<file path="src/rtl/sprite_pkg.sv">
// rtl/sprite_pkg.sv - shared types and constants for the sprite ROM arbiter
package sprite_pkg;

    typedef logic [23:0] rgb_t;

    localparam rgb_t KEY_COLOR = 24'hFF0000;

    typedef enum logic [1:0] {
        ST_IDLE  = 2'd0,
        ST_RUN   = 2'd1,
        ST_STALL = 2'd2
    } arb_state_t;

    localparam int TANK_UP    = 0;
    localparam int TANK_RIGHT = 1;
    localparam int TANK_LEFT  = 2;
    localparam int TANK_DOWN  = 3;

    // Index width that never collapses to zero bits for a single entry
    function automatic int clog2_min1(input int n);
        return (n > 1) ? $clog2(n) : 1;
    endfunction

endpackage

</file>
<file path="src/rtl/sprite_rsp_fifo.sv">
// rtl/sprite_rsp_fifo.sv - response buffer with flush, occupancy count and zeroed output when empty
module sprite_rsp_fifo
    import sprite_pkg::*;
#(
    parameter int WIDTH = 26,
    parameter int DEPTH = 4,
    parameter int CNT_W = $clog2(DEPTH + 1)
) (
    input  logic             clk,
    input  logic             rst_n,
    input  logic             flush,
    input  logic             push,
    input  logic [WIDTH-1:0] wdata,
    input  logic             pop,
    output logic [WIDTH-1:0] rdata,
    output logic             full,
    output logic             empty,
    output logic [CNT_W-1:0] count
);

    localparam int PTR_W = clog2_min1(DEPTH);

    logic [WIDTH-1:0] r_mem [DEPTH];
    logic [PTR_W-1:0] r_wr_ptr;
    logic [PTR_W-1:0] r_rd_ptr;
    logic [CNT_W-1:0] r_count;
    logic             w_push;
    logic             w_pop;

    function automatic logic [PTR_W-1:0] ptr_inc(input logic [PTR_W-1:0] p);
        return (p == PTR_W'(DEPTH - 1)) ? '0 : p + PTR_W'(1);
    endfunction

    assign full   = (r_count == CNT_W'(DEPTH));
    assign empty  = (r_count == '0);
    assign count  = r_count;
    assign w_push = push && !full;
    assign w_pop  = pop && !empty;
    // Empty FIFO presents zeros so the response outputs are clean after reset/flush
    assign rdata  = empty ? '0 : r_mem[r_rd_ptr];

    // Entry storage; contents are don't-care until written
    always_ff @(posedge clk) begin
        if (w_push && !flush) begin
            r_mem[r_wr_ptr] <= wdata;
        end
    end

    // Pointers and occupancy; flush empties the buffer in one cycle
    always_ff @(posedge clk or negedge rst_n) begin
        if (!rst_n) begin
            r_wr_ptr <= '0;
            r_rd_ptr <= '0;
            r_count  <= '0;
        end else if (flush) begin
            r_wr_ptr <= '0;
            r_rd_ptr <= '0;
            r_count  <= '0;
        end else begin
            if (w_push) begin
                r_wr_ptr <= ptr_inc(r_wr_ptr);
            end
            if (w_pop) begin
                r_rd_ptr <= ptr_inc(r_rd_ptr);
            end
            case ({w_push, w_pop})
                2'b10:   r_count <= r_count + CNT_W'(1);
                2'b01:   r_count <= r_count - CNT_W'(1);
                default: r_count <= r_count;
            endcase
        end
    end

endmodule

</file>
<file path="src/rtl/sprite_rom_arbiter.sv">
// rtl/sprite_rom_arbiter.sv - round-robin sprite ROM arbiter with credit flow control (optional SPRITE_ARB_KEY_DETECT_EN)
module sprite_rom_arbiter
    import sprite_pkg::*;
#(
    parameter int                NUM_REQ    = 4,
    parameter int                ADDR_W     = 19,
    parameter int                DATA_W     = 24,
    parameter int                FIFO_DEPTH = 4,
    parameter logic [DATA_W-1:0] KEY_COLOR  = DATA_W'(sprite_pkg::KEY_COLOR),
    localparam int               ID_W       = clog2_min1(NUM_REQ)
) (
    input  logic                      Clk,
    input  logic                      Reset_n,
    input  logic                      frame_start,
    input  logic [NUM_REQ-1:0]        req,
    input  logic [NUM_REQ*ADDR_W-1:0] req_addr,
    output logic [NUM_REQ-1:0]        gnt,
    output logic [ADDR_W-1:0]         rom_addr,
    input  logic [DATA_W-1:0]         rom_data,
    output logic                      rsp_valid,
    input  logic                      rsp_ready,
    output logic [ID_W-1:0]           rsp_id,
    output logic [DATA_W-1:0]         rsp_data,
    output logic                      rsp_transparent,
    output logic                      busy
);

    localparam int CNT_W = $clog2(FIFO_DEPTH + 1);
`ifdef SPRITE_ARB_KEY_DETECT_EN
    localparam int FIFO_W = ID_W + DATA_W + 1;
`else
    localparam int FIFO_W = ID_W + DATA_W;
`endif

    logic [1:0]         r_rst_sync;
    logic [ID_W-1:0]    r_ptr;
    logic [ADDR_W-1:0]  r_rom_addr;
    logic               r_s1_valid;
    logic [ID_W-1:0]    r_s1_id;
    logic               r_s2_valid;
    logic [ID_W-1:0]    r_s2_id;
    arb_state_t         r_state;

    logic [NUM_REQ-1:0] w_rot;
    logic [ID_W:0]      w_sum;
    logic               w_any;
    logic [ID_W-1:0]    w_sel;
    logic [ADDR_W-1:0]  w_sel_addr;
    logic               w_issue;
    logic               w_push;
    logic               w_pop;
    logic               w_full;
    logic               w_empty;
    logic [CNT_W-1:0]   w_count;
    logic [FIFO_W-1:0]  w_fifo_wdata;
    logic [FIFO_W-1:0]  w_fifo_rdata;
    int                 w_credit_nxt;

    // Grants wait until reset release has passed through the synchronizer
    always_ff @(posedge Clk or negedge Reset_n) begin
        if (!Reset_n) begin
            r_rst_sync <= 2'b00;
        end else begin
            r_rst_sync <= {r_rst_sync[0], 1'b1};
        end
    end

    // Round-robin search: rotate requests so bit 0 is the requester at ptr
    always_comb begin : rr_search
        w_rot      = NUM_REQ'({req, req} >> r_ptr);
        w_any      = 1'b0;
        w_sum      = '0;
        w_sel_addr = '0;
        for (int i = 0; i < NUM_REQ; i++) begin
            if (!w_any && w_rot[i]) begin
                w_any = 1'b1;
                w_sum = {1'b0, r_ptr} + (ID_W+1)'(i);
            end
        end
        w_sel = (w_sum >= (ID_W+1)'(NUM_REQ)) ? ID_W'(w_sum - (ID_W+1)'(NUM_REQ))
                                              : ID_W'(w_sum);
        for (int i = 0; i < NUM_REQ; i++) begin
            if (w_sel == ID_W'(i)) begin
                w_sel_addr = req_addr[i*ADDR_W +: ADDR_W];
            end
        end
    end

    // STALL means credit has reached the FIFO depth, so it alone blocks grants
    assign w_issue = w_any && r_rst_sync[1] && !frame_start && (r_state != ST_STALL);
    assign gnt     = w_issue ? (NUM_REQ'(1) << w_sel) : '0;
    assign w_push  = r_s2_valid && !w_full;
    assign w_pop   = rsp_valid && rsp_ready;

    // Credit one cycle ahead: new grant into S1, S1 into S2, S2 into FIFO, minus pop
    always_comb begin
        w_credit_nxt = 0;
        if (!frame_start) begin
            w_credit_nxt = int'(w_issue) + int'(r_s1_valid) + int'(w_count)
                         + int'(w_push) - int'(w_pop);
        end
    end

    // Read pipeline: S1 carries the id alongside rom_addr, S2 aligns it with rom_data
    always_ff @(posedge Clk or negedge Reset_n) begin
        if (!Reset_n) begin
            r_ptr      <= '0;
            r_rom_addr <= '0;
            r_s1_valid <= 1'b0;
            r_s1_id    <= '0;
            r_s2_valid <= 1'b0;
            r_s2_id    <= '0;
        end else if (frame_start) begin
            r_ptr      <= '0;
            r_s1_valid <= 1'b0;
            r_s2_valid <= 1'b0;
        end else begin
            r_s1_valid <= w_issue;
            r_s2_valid <= r_s1_valid;
            r_s2_id    <= r_s1_id;
            if (w_issue) begin
                r_s1_id    <= w_sel;
                r_rom_addr <= w_sel_addr;
                r_ptr      <= (w_sel == ID_W'(NUM_REQ - 1)) ? '0 : w_sel + ID_W'(1);
            end
        end
    end

    // Occupancy state tracks the credit that will hold in the next cycle
    always_ff @(posedge Clk or negedge Reset_n) begin
        if (!Reset_n) begin
            r_state <= ST_IDLE;
        end else if (w_credit_nxt == 0) begin
            r_state <= ST_IDLE;
        end else if (w_credit_nxt >= FIFO_DEPTH) begin
            r_state <= ST_STALL;
        end else begin
            r_state <= ST_RUN;
        end
    end

    assign busy     = (r_state != ST_IDLE);
    assign rom_addr = r_rom_addr;

`ifdef SPRITE_ARB_KEY_DETECT_EN
    assign w_fifo_wdata = {(rom_data == KEY_COLOR), r_s2_id, rom_data};
    assign {rsp_transparent, rsp_id, rsp_data} = w_fifo_rdata;
`else
    assign w_fifo_wdata = {r_s2_id, rom_data};
    assign {rsp_id, rsp_data} = w_fifo_rdata;
    assign rsp_transparent = 1'b0;
`endif

    assign rsp_valid = !w_empty;

    sprite_rsp_fifo #(
        .WIDTH (FIFO_W),
        .DEPTH (FIFO_DEPTH),
        .CNT_W (CNT_W)
    ) u_rsp_fifo (
        .clk   (Clk),
        .rst_n (Reset_n),
        .flush (frame_start),
        .push  (w_push),
        .wdata (w_fifo_wdata),
        .pop   (w_pop),
        .rdata (w_fifo_rdata),
        .full  (w_full),
        .empty (w_empty),
        .count (w_count)
    );

endmodule

</file>
<file path="config.mk">
export PLATFORM = sky130hd
export DESIGN_NAME = sprite_rom_arbiter
export DESIGN_NICKNAME = d
export VERILOG_FILES = /design/src/rtl/sprite_pkg.sv /design/src/rtl/sprite_rsp_fifo.sv /design/src/rtl/sprite_rom_arbiter.sv
export SDC_FILE = /design/constraint.sdc
export NUM_CORES = 1
export LEC_CHECK = 0
export CAP_MARGIN = 20
export CORE_ASPECT_RATIO = 0.7
export CORE_MARGIN = 8
export CORE_UTILIZATION = 45
export CTS_CLUSTER_DIAMETER = 40
export DETAILED_ROUTE_END_ITERATION = 8
export PLACE_DENSITY = 0.77
export RECOVER_POWER = 50
export SLEW_MARGIN = 5
export SYNTH_ARGS = -nofsm -noshare
export SYNTH_HDL_FRONTEND = slang
export SYNTH_SLANG_ARGS = --single-unit
export TNS_END_PERCENT = 10
</file>
<file path="constraint.sdc">
create_clock -name Clk -period 3.4 [get_ports Clk]
set_input_delay 0.68 -clock Clk [delete_from_list [all_inputs] [get_ports Clk]]
set_output_delay 0.68 -clock Clk [all_outputs]
set_load 0.05 [all_outputs]
</file>
== Word level (Yosys, flattened, before mapping) ==
Memory sizes are Yosys's and may differ from the RTL's.
Index checks and enable logic that the tools add are counted.

* Bits in registers: 38
* Bits in writable memories: 104
* Memories: 1

{| class="wikitable"
|+ Memories
! memory !! words !! width !! rd ports !! clocked after memory_dff !! write ports !! line !! text
|-
| u_rsp_fifo.r_mem || 4 || 26 || 1 || 0 || 1 || sprite_rsp_fifo.sv:23 || <nowiki>logic [WIDTH-1:0] r_mem [DEPTH];</nowiki>
|}

* $add $sub $neg: 13
* Magnitude comparators: 2
* Eq/ne operators: 9
* Shift-type cells: 2
* Muxes and demuxes: 33
* Bitwise gates (word level): 1
* Reduce and logical (&&, ||, !) cells: 26

{| class="wikitable"
|+ Operator list
! kind !! number
|-
| $mux W19 || 4
|-
| $ge A32 B4 Y1 const B || 1
|-
| $logic_not A32 Y1 || 1
|-
| $mux W32 || 1
|-
| $mux W2 || 13
|-
| $mux W26 || 1
|-
| $mux W3 || 4
|-
| $logic_and A1 B1 Y1 || 11
|-
| $eq A2 B2 Y1 const B || 5
|-
| $mux W1 || 8
|-
| $reduce_bool A2 Y1 || 4
|-
| $shr A8 B2 Y4 || 1
|-
| $add A2 B1 Y2 const B || 3
|-
| $add A2 B2 Y3 const B || 2
|-
| $logic_not A1 Y1 || 6
|-
| $pmux W3 S2 || 1
|-
| $sub A5 B1 Y6 || 1
|-
| $add A4 B1 Y5 || 1
|-
| $add A2 B3 Y4 || 1
|-
| $eq A2 B1 Y1 const B || 2
|-
| $mux W4 || 1
|-
| $shl A1 B2 Y4 const A || 1
|-
| $add A2 B1 Y3 const B || 1
|-
| $add A3 B1 Y3 const B || 1
|-
| other kinds (11) || 11
|}

== Depth between registers and ports, before layout ==
Gate-level depths: netlist of run 1.

* Depth after elaboration: 22
* Gate-level depth with buffers: 16
* Mapped depth without buffers: 13

== Modules after synthesis ==
Synthesis of run 1 repeated with hierarchy kept, for this count alone.

* Cell total of the unflattened synthesis: 514
* Area, all modules: 6698.9 µm²

{| class="wikitable"
|+ By module, submodules not included
! module !! instances !! cells each !! area an instance (µm²) !! sequential area each (µm²)
|-
| sprite_rsp_fifo || 1 || 229 || 4501.8 || 3298.2
|-
| sprite_rom_arbiter || 1 || 285 || 2197.1 || 775.7
|}

== Least setup slack after synthesis of run 1 ==
No wires, ideal clock.

* Path type: input-to-reg
* Start: input port req[0]
* End: register r_state[0]
* Data arrival time: 3753 ps
* Slack: -474 ps
* Stages on the path: 16
* Buffers on the path: 3
* Path through: or4_1 -> and4b_1 -> buf_6 -> buf_6 -> buf_6 -> inv_1 -> ha_1 -> fa_1 -> inv_1 -> ha_1 -> inv_1 -> fa_1 -> nand2b_1 -> a21oi_1 -> a221oi_1 -> a41o_1

* Longest elaborated chain between the ends: 22

{| class="wikitable"
|+ RTL lines
! item !! line !! text
|-
| start: declaration || sprite_rom_arbiter.sv:15 || <nowiki>input logic [NUM_REQ-1:0] req,</nowiki>
|-
| $shr A8 B2 Y4 (*) || sprite_rom_arbiter.sv:70 || <nowiki>w_rot = NUM_REQ'({req, req} >> r_ptr);</nowiki>
|-
| $mux W1 || sprite_rom_arbiter.sv:75 || <nowiki>if (!w_any && w_rot[i]) begin</nowiki>
|-
| $logic_not A1 Y1 || sprite_rom_arbiter.sv:75 ||
|-
| $logic_and A1 B1 Y1 || sprite_rom_arbiter.sv:75 ||
|-
| $mux W1 || sprite_rom_arbiter.sv:75 ||
|-
| $logic_not A1 Y1 || sprite_rom_arbiter.sv:75 ||
|-
| $logic_and A1 B1 Y1 || sprite_rom_arbiter.sv:75 ||
|-
| $mux W1 || sprite_rom_arbiter.sv:75 ||
|-
| (+6 left out) || -- ||
|-
| $add A1 B1 Y2 (*) || sprite_rom_arbiter.sv:99 || <nowiki>w_credit_nxt = int'(w_issue) + int'(r_s1_valid) + int'(w_count)</nowiki>
|-
| $add A2 B3 Y4 (*) || sprite_rom_arbiter.sv:99 ||
|-
| $add A4 B1 Y5 (*) || sprite_rom_arbiter.sv:100 || <nowiki>+ int'(w_push) - int'(w_pop);</nowiki>
|-
| $sub A5 B1 Y6 (*) || sprite_rom_arbiter.sv:100 ||
|-
| $mux W32 (*) || sprite_rom_arbiter.sv:98 || <nowiki>if (!frame_start) begin</nowiki>
|-
| $ge A32 B4 Y1 || sprite_rom_arbiter.sv:135 || <nowiki>end else if (w_credit_nxt >= FIFO_DEPTH) begin</nowiki>
|-
| $mux W2 || sprite_rom_arbiter.sv:135 ||
|-
| $mux W2 (*) || sprite_rom_arbiter.sv:133 || <nowiki>end else if (w_credit_nxt == 0) begin</nowiki>
|-
| end signal: assignment || sprite_rom_arbiter.sv:132 || <nowiki>r_state <= ST_IDLE;</nowiki>
|-
| end signal: assignment || sprite_rom_arbiter.sv:134 || <nowiki>r_state <= ST_IDLE;</nowiki>
|-
| end signal: assignment || sprite_rom_arbiter.sv:136 || <nowiki>r_state <= ST_STALL;</nowiki>
|-
| end: declaration || sprite_rom_arbiter.sv:42 || <nowiki>arb_state_t r_state;</nowiki>
|}

Mark *: on every way between the ends. The rest lies on a longest branch, timed or not.
A chain may end at the register's enable or synchronous reset.

== Final worst setup path of run 1 ==
Ends and elaborated chain as after synthesis.

==> results of run 1 <==
-- flip-flops by register name (all words and copies together), names as in the netlist --
signal / flops
r_ptr: 2
r_s2_valid: 1
rom_addr: 19
r_s2_id: 2
r_s1_id: 2
u_rsp_fifo.count: 3
r_s1_valid: 1
u_rsp_fifo.r_rd_ptr: 2
u_rsp_fifo.r_wr_ptr: 2
r_state: 2
u_rsp_fifo.r_mem: 104
r_rst_sync: 2
-- cells in the mapped netlist, types with 3 or more instances --
cell      instances
edfxtp_1        104
mux2i_1           3
mux4_2           26
nor2_1           28
dfrtp_1          38
buf_2             4
and2_1           35
nand2_1          25
a22oi_1          20
inv_1            42
fa_1              3
buf_6             4
nand2b_1          7
o21ai_0          22
xor2_1            3
ha_1             16
clkbuf_1         22
nor2b_1           3
a21oi_1          63
-- worst min-delay path by stage --
stage | start | end | slack, ns | cells past startpoint
4_1_cts | r_rst_sync[0] | r_rst_sync[1] | 0.36 | 0
2_1_floorplan | r_rst_sync[0] | r_rst_sync[1] | 0.33 | 0
3_3_place_gp | r_rst_sync[0] | r_rst_sync[1] | 0.34 | 0
3_5_place_dp | r_rst_sync[0] | r_rst_sync[1] | 0.34 | 0
5_1_grt | r_rst_sync[0] | r_rst_sync[1] | 0.37 | 0
6_report | r_rst_sync[0] | r_rst_sync[1] | 0.35 | 0
-- per-stage QoR --
stage,power (mW),cell area [um2]
2_1_floorplan,4.43,6610
3_3_place_gp,5.50,8510
3_5_place_dp,5.60,8510
4_1_cts,7.63,9180
5_1_grt,7.99,9150
6_report,7.61,9150
-- cell usage in the layout (no fill, tap or decap), drive strengths merged, types with 4 or more instances in the layout --
| cell | netlist | layout |
|---|---|---|
| nand2 | 25 | 25 |
| a21oi | 63 | 63 |
| o21ai | 22 | 22 |
| nor2 | 28 | 28 |
| clkdlybuf4s50 | 0 | 124 |
| dfrtp | 38 | 38 |
| nand2b | 7 | 7 |
| inv | 42 | 47 |
| and2 | 35 | 35 |
| a22oi | 20 | 20 |
| mux4 | 26 | 26 |
| edfxtp | 104 | 104 |
| clkbuf | 22 | 28 |
| bufinv | 0 | 4 |
| dlygate4sd3 | 0 | 25 |
| ha | 16 | 16 |
| buf | 10 | 24 |
-- metal layers --
layer,up-vias,share of wire (%)
li1,2151,-
met1,2215,42
met2,172,47
met5,-,0
met3,26,8.8
met4,0,1.9
-- power by group through the flow --
stage	Sequential (mW)	Clock, mW	Combinational, mW
global placement	2.20	0	3.30
finish	2.18	1.97	3.47
detailed placement	2.21	0	3.39
floorplan	2.60	0	1.83
CTS	2.18	2.01	3.45
global route	2.20	2.08	3.72
-- worst register-to-register path: cells and delay by family, from the launching register on --
kind | cells | cell delay (ns)
AO/OA/AOI/OAI | 4 | 1.04
adder cells (fa/ha/maj) | 3 | 1.04
buffers and inverters | 4 | 0.57
flip-flops | 1 | 0.34
AND/OR/NAND/NOR | 1 | 0.17
-- area by class of cell --
| class | instances | area [um2] |
|---|---|---|
| fill | 1103 | 5340 |
| clock inverter | 14 | 205 |
| inverter | 42 | 158 |
| sequential | 142 | 4080 |
| tap | 195 | 244 |
| multi-input combinational | 282 | 2250 |
| clock buffer | 18 | 429 |
| timing repair buffer | 184 | 1790 |
-- logic make-up after synthesis --
logic type	count (synthesis)
adders and majority gates	19
buffers and inverters	74
DFF	142
muxes	32
other	2
xor gates and xnor gates	5
and+or+nand+nor	108
AOI/OAI and AO/OA	116
-- timing repair --
item | 4_1_cts | 5_1_grt
pin swaps | 5 | 5
gates resized for setup | 9 | 10
buffers inserted | 1 | 0
gates cloned | 0 | 0
setup endpoints to repair | 2 | 2
==> metrics.csv, run 1 <==
metric;value;unit
status;finished, violations left;
violations;max-capacitance violations, max-slew violations;
area_growth;38.8;%
slew_headroom;-40.3;%
power.density;832;nW/um2
num_antenna_cells;0;
ys.flop_type;edfxtp_1;
synth_mux_area_share;9.85;%
grt_use_met3;6.60;%
finalSetupTns;0;ns
path_depth;14;
grt-busiest-layer;met2;
slew_violations;39;
cts-hold-fix-buffers;0;
r2r_cells;12;
power_leakage;3.44;nW
grt_use_met2;27.7;%
clkPwrFrac;25.8;%
die_w;161;um
synth_top_family_by_area;compound AO/OA/AOI/OAI gates;
syn-instance-count;498;
grt_pass1_wl;25000;um
path_buf_inv;4;
grt_pass1_vias;4974;
remaining_drc_errors;0;
syn_area;6590;um2
tritoncts;done;
max-clock-path-buffers;2;
synth_xor_area_share;0.664;%
core_area;14500;um2
reg2reg_slack;0.12;ns
place_ws;-0.626;ns
fin_cells;877;
min_period_over_period;97.2;%
hold_violations;0;
synthTopCellsByArea;edfxtp_1 47%, dfrtp_1 14%, mux4_2 8.9%, a21oi_1 4.8%, and2_1 3.3%;
grtUsageTotal;17.0;%
synth_warnings;0;
slowest_delay;0.46;ns
cpMaxStageDelayCell;fa_1;
critPathLaunch;req[0];
vias;4564;
syn_nets;625;
synth.top_cell.area_share;47.4;%
maxCapViolCount;1;
pwr-share-comb;45.6;%
clock_sinks;142;
cts_htree_levels;4;
antenna_found_initial;0;
setup_viol;0;
gp_congestion;0.867;
cts_buffers;17;
num_rows;37;
worstReg2RegEnd;r_state[0];
pwr-share-seq;28.6;%
netSwitchingPower;3.00;mW
min_period;3.31;ns
die_height;117;um
final_layout_size_suffix_gt1_share;15.0;%
routed_wl;15800;um
required;3.68;ns
hold_path.class;flop to flop;
synth_adder_area_share;3.95;%
synth-simple-area-share;8.29;%
wl_per_cell;18.0;um
seq_area_frac_synth;61.8;%
end_kind;flop;
portBuffers;158;
crit_type;primary input to flop;
max_freq;302;MHz
path_delay_family;adder cells;
clk_pin_slew;0.07;ns
reg2reg_from;u_rsp_fifo.count[2];
synth-edff-count;104;
vdd_drop_max;0.374;mV
die_area;18800;um2
clockRootBuffer;clkbuf_16;
finalCoreUtilization;63.2;%
drtPass1Iterations;4;
rsz0062_at_grt;no;
numPlacedInstances;844;
grt_max_degree;50;
ios;160;
hpwl;11000;um
switching_share;39.5;%
initial_core_util;45.5;%
cp.arrival;3.59;ns
grt_remaining_overflow;0;
fin_ws;0.0939;ns
synthArstFlopShare;26.8;%
crit_path_frequent_cell;inv_2;
met1_usage;20.2;%
p_int;4.61;mW
finalClockSkew;0.00881;ns
worst_pin_slew;2.10;ns
start_kind;primary input;
ys_types;43;
viasPerCell;5.20;
drt_iter0_markers;364;
insertion_delay;0.41;ns
cp-endpoint;r_state[0];
design.final.nets;796;
whs;0.355;ns
synth_compound_area_share;10.5;%
antenna_left;0;
path_cells;dlygate4sd2_1 > or4_4 > and4b_1 > inv_2 > ha_4 > fa_1 > inv_1 > ha_2 > inv_2 > fa_2 > nand2b_4 > a21oi_4 > a221oi_2 > a41o_1;
critPathMaxFanout;3;
synth_area_per_cell;13.2;um2
yosys.area.top_type;edfxtp_1;
ys_ff_latch;142;
Power figures use the tool's default switching activity.
==> inputs of run 2 (changes only) <==
- CORE_MARGIN: 8 -> 5
==> run 2 against run 1 <==
  * Register-to-register slack improved by 0.08 ns
  * Worst hold slack got worse by 0.0050 ns
  * Highest routed layer unchanged
  * Final area rose by 0.25%
  * Sequential share of layout area fell by 0.082 points
  * Sequential cell count did not move
  * Clock power barely moved
  * Global-route usage rose by 1.9 points
  * Die area fell by 8.7%
  * The run still ends with max-capacitance violations, max-slew violations left
  * Critical path depth did not move
  * Critical endpoint unchanged
  * Power barely moved
  * Clock-buffer cell count fell by 1
  * Clock skew rose by 0.0026 ns
==> metrics.csv, run 2 (same netlist as run 1, synthesis figures left out) <==
metric;value;unit
clock_sinks;142;
most-common-layout-cells;121 x clkdlybuf4s50_1, 104 x edfxtp_1, 62 x a21oi_1;
rsz0062_at_grt;no;
clockRootBuffer;clkbuf_16;
grt_pass1_wl;25500;um
finalCoreUtilization;63.1;%
area_growth;39.2;%
routed_wl;15700;um
die_height;111;um
drt_iter0_markers;274;
remaining_drc_errors;0;
antenna_left;0;
end_kind;flop;
cts-hold-fix-buffers;0;
grt_pass1_vias;4860;
power.density;829;nW/um2
setup_viol;0;
final_layout_size_suffix_gt1_share;15.5;%
grt_max_degree;50;
max-clock-path-buffers;2;
numPlacedInstances;846;
viasPerCell;5.22;
wl_per_cell;17.8;um
antenna_found_initial;0;
cp-endpoint;r_state[0];
required;3.69;ns
pwr-share-comb;45.3;%
cp.arrival;3.62;ns
min_period;3.33;ns
start_kind;primary input;
power_leakage;3.49;nW
worstReg2RegEnd;r_state[0];
tritoncts;done;
die_area;17200;um2
reg2reg_slack;0.20;ns
largest_reg_flops;104;
top_register;u_rsp_fifo.r_mem;
portBuffers;158;
slew_violations;39;
worst_pin_slew;2.09;ns
grtUsageTotal;18.9;%
initial_core_util;45.4;%
cts_buffers;17;
die_w;155;um
status;finished, violations left;
switching_share;40.2;%
critPathMaxFanout;3;
maxCapViolCount;1;
netSwitchingPower;3.06;mW
drtPass1Iterations;5;
gp_congestion;0.896;
min_period_over_period;97.8;%
critPathLaunch;req[3];
vdd_drop_max;0.503;mV
design.final.nets;799;
slew_headroom;-39.1;%
grt_remaining_overflow;0;
pwr-share-seq;29.2;%
power;7.60;mW
core_area;14500;um2
crit_type;primary input to flop;
fillerInstances;1068;
max_freq;301;MHz
violations;max-capacitance violations, max-slew violations;
finalClockSkew;0.0114;ns
insertion_delay;0.41;ns
clkPwrFrac;25.5;%
hold_path.class;flop to flop;
cts_htree_levels;4;
fin_cells;880;
hpwl;10800;um
hold_violations;0;
final_common_cell;clkdlybuf4s50_1;
num_rows;37;
clk_pin_slew;0.07;ns
vias;4590;
ios;160;
num_antenna_cells;0;
p_int;4.55;mW
r2r_cells;13;
reg2reg_from;u_rsp_fifo.count[2];
finalSetupTns;0;ns
run 2: cell types whose count changed in the layout (fill, tap and decap cells not counted), sizes merged:
cell and change:
dlymetal6s2s +2, inv +3, bufinv -1, clkdlybuf4s50 -3, clkinvlp -1, buf +7, clkbuf -4
run 2: layout make-up:
class,instances,area [um2],share of cell area (%)
clock buffer,17,425,4.64
sequential,142,4080,44.4
clock inverter,15,200,2.18
timing repair buffer,187,1830,20.0
inverter,42,158,1.72
tap,195,244,2.66
multi-input combinational,282,2230,24.4
run 2: power by group through the flow:
stage	Sequential, mW	Clock (mW)	Combinational (mW)
after floorplan	2.60	0	1.83
after global routing	2.24	2.07	3.66
after detailed placement	2.24	0	3.38
final	2.22	1.94	3.44
after global placement	2.24	0	3.30
after CTS	2.22	1.98	3.45
run 2: critical path, stage by stage:
cell and delay, ns:
dlygate4sd2_1 0.26, or4_4 0.43, and4b_1 0.21, inv_2 0.07, ha_4 0.19, fa_1 0.46
inv_1 0.08, ha_2 0.17, inv_1 0.05, fa_2 0.34, nand2b_4 0.16, a21oi_4 0.19
a221oi_2 0.08, a41o_1 0.24
run 2: metal layers:
layer	track usage, %	vias to the layer above	part of all wire, %
met1	24.4	2208	42
met5	0	-	0
met4	5.12	0	1.7
met2	30.8	203	48
li1	-	2154	-
met3	6.52	25	8.4
run 2: metrics by stage:
stage / hold slack (ns) / worst slack (ns) / area, um2
finish: 0.350 / 0.0739 / 9170
global route: 0.357 / 0.00110 / 9170
CTS: 0.351 / 0.00314 / 9200
detailed placement: 0.336 / -0.695 / 8530
global placement: 0.337 / -0.591 / 8530
floorplan: 0.331 / -0.374 / 6610
run 2: how the worst min path moves through the flow:
| stage | cells after the start | from | to |
|---|---|---|---|
| 4_1_cts | 0 | r_rst_sync[0] | r_rst_sync[1] |
| 3_5_place_dp | 0 | r_rst_sync[0] | r_rst_sync[1] |
| 5_1_grt | 0 | r_rst_sync[0] | r_rst_sync[1] |
| 2_1_floorplan | 0 | r_rst_sync[0] | r_rst_sync[1] |
| 3_3_place_gp | 0 | r_rst_sync[0] | r_rst_sync[1] |
| 6_report | 0 | r_rst_sync[0] | r_rst_sync[1] |
run 2: what timing repair did:
action / 4_1_cts / 5_1_grt
gates resized for setup: 11 / 8
pin swaps: 4 / 5
buffers inserted: 1 / 1
endpoints found under the setup margin: 2 / 20
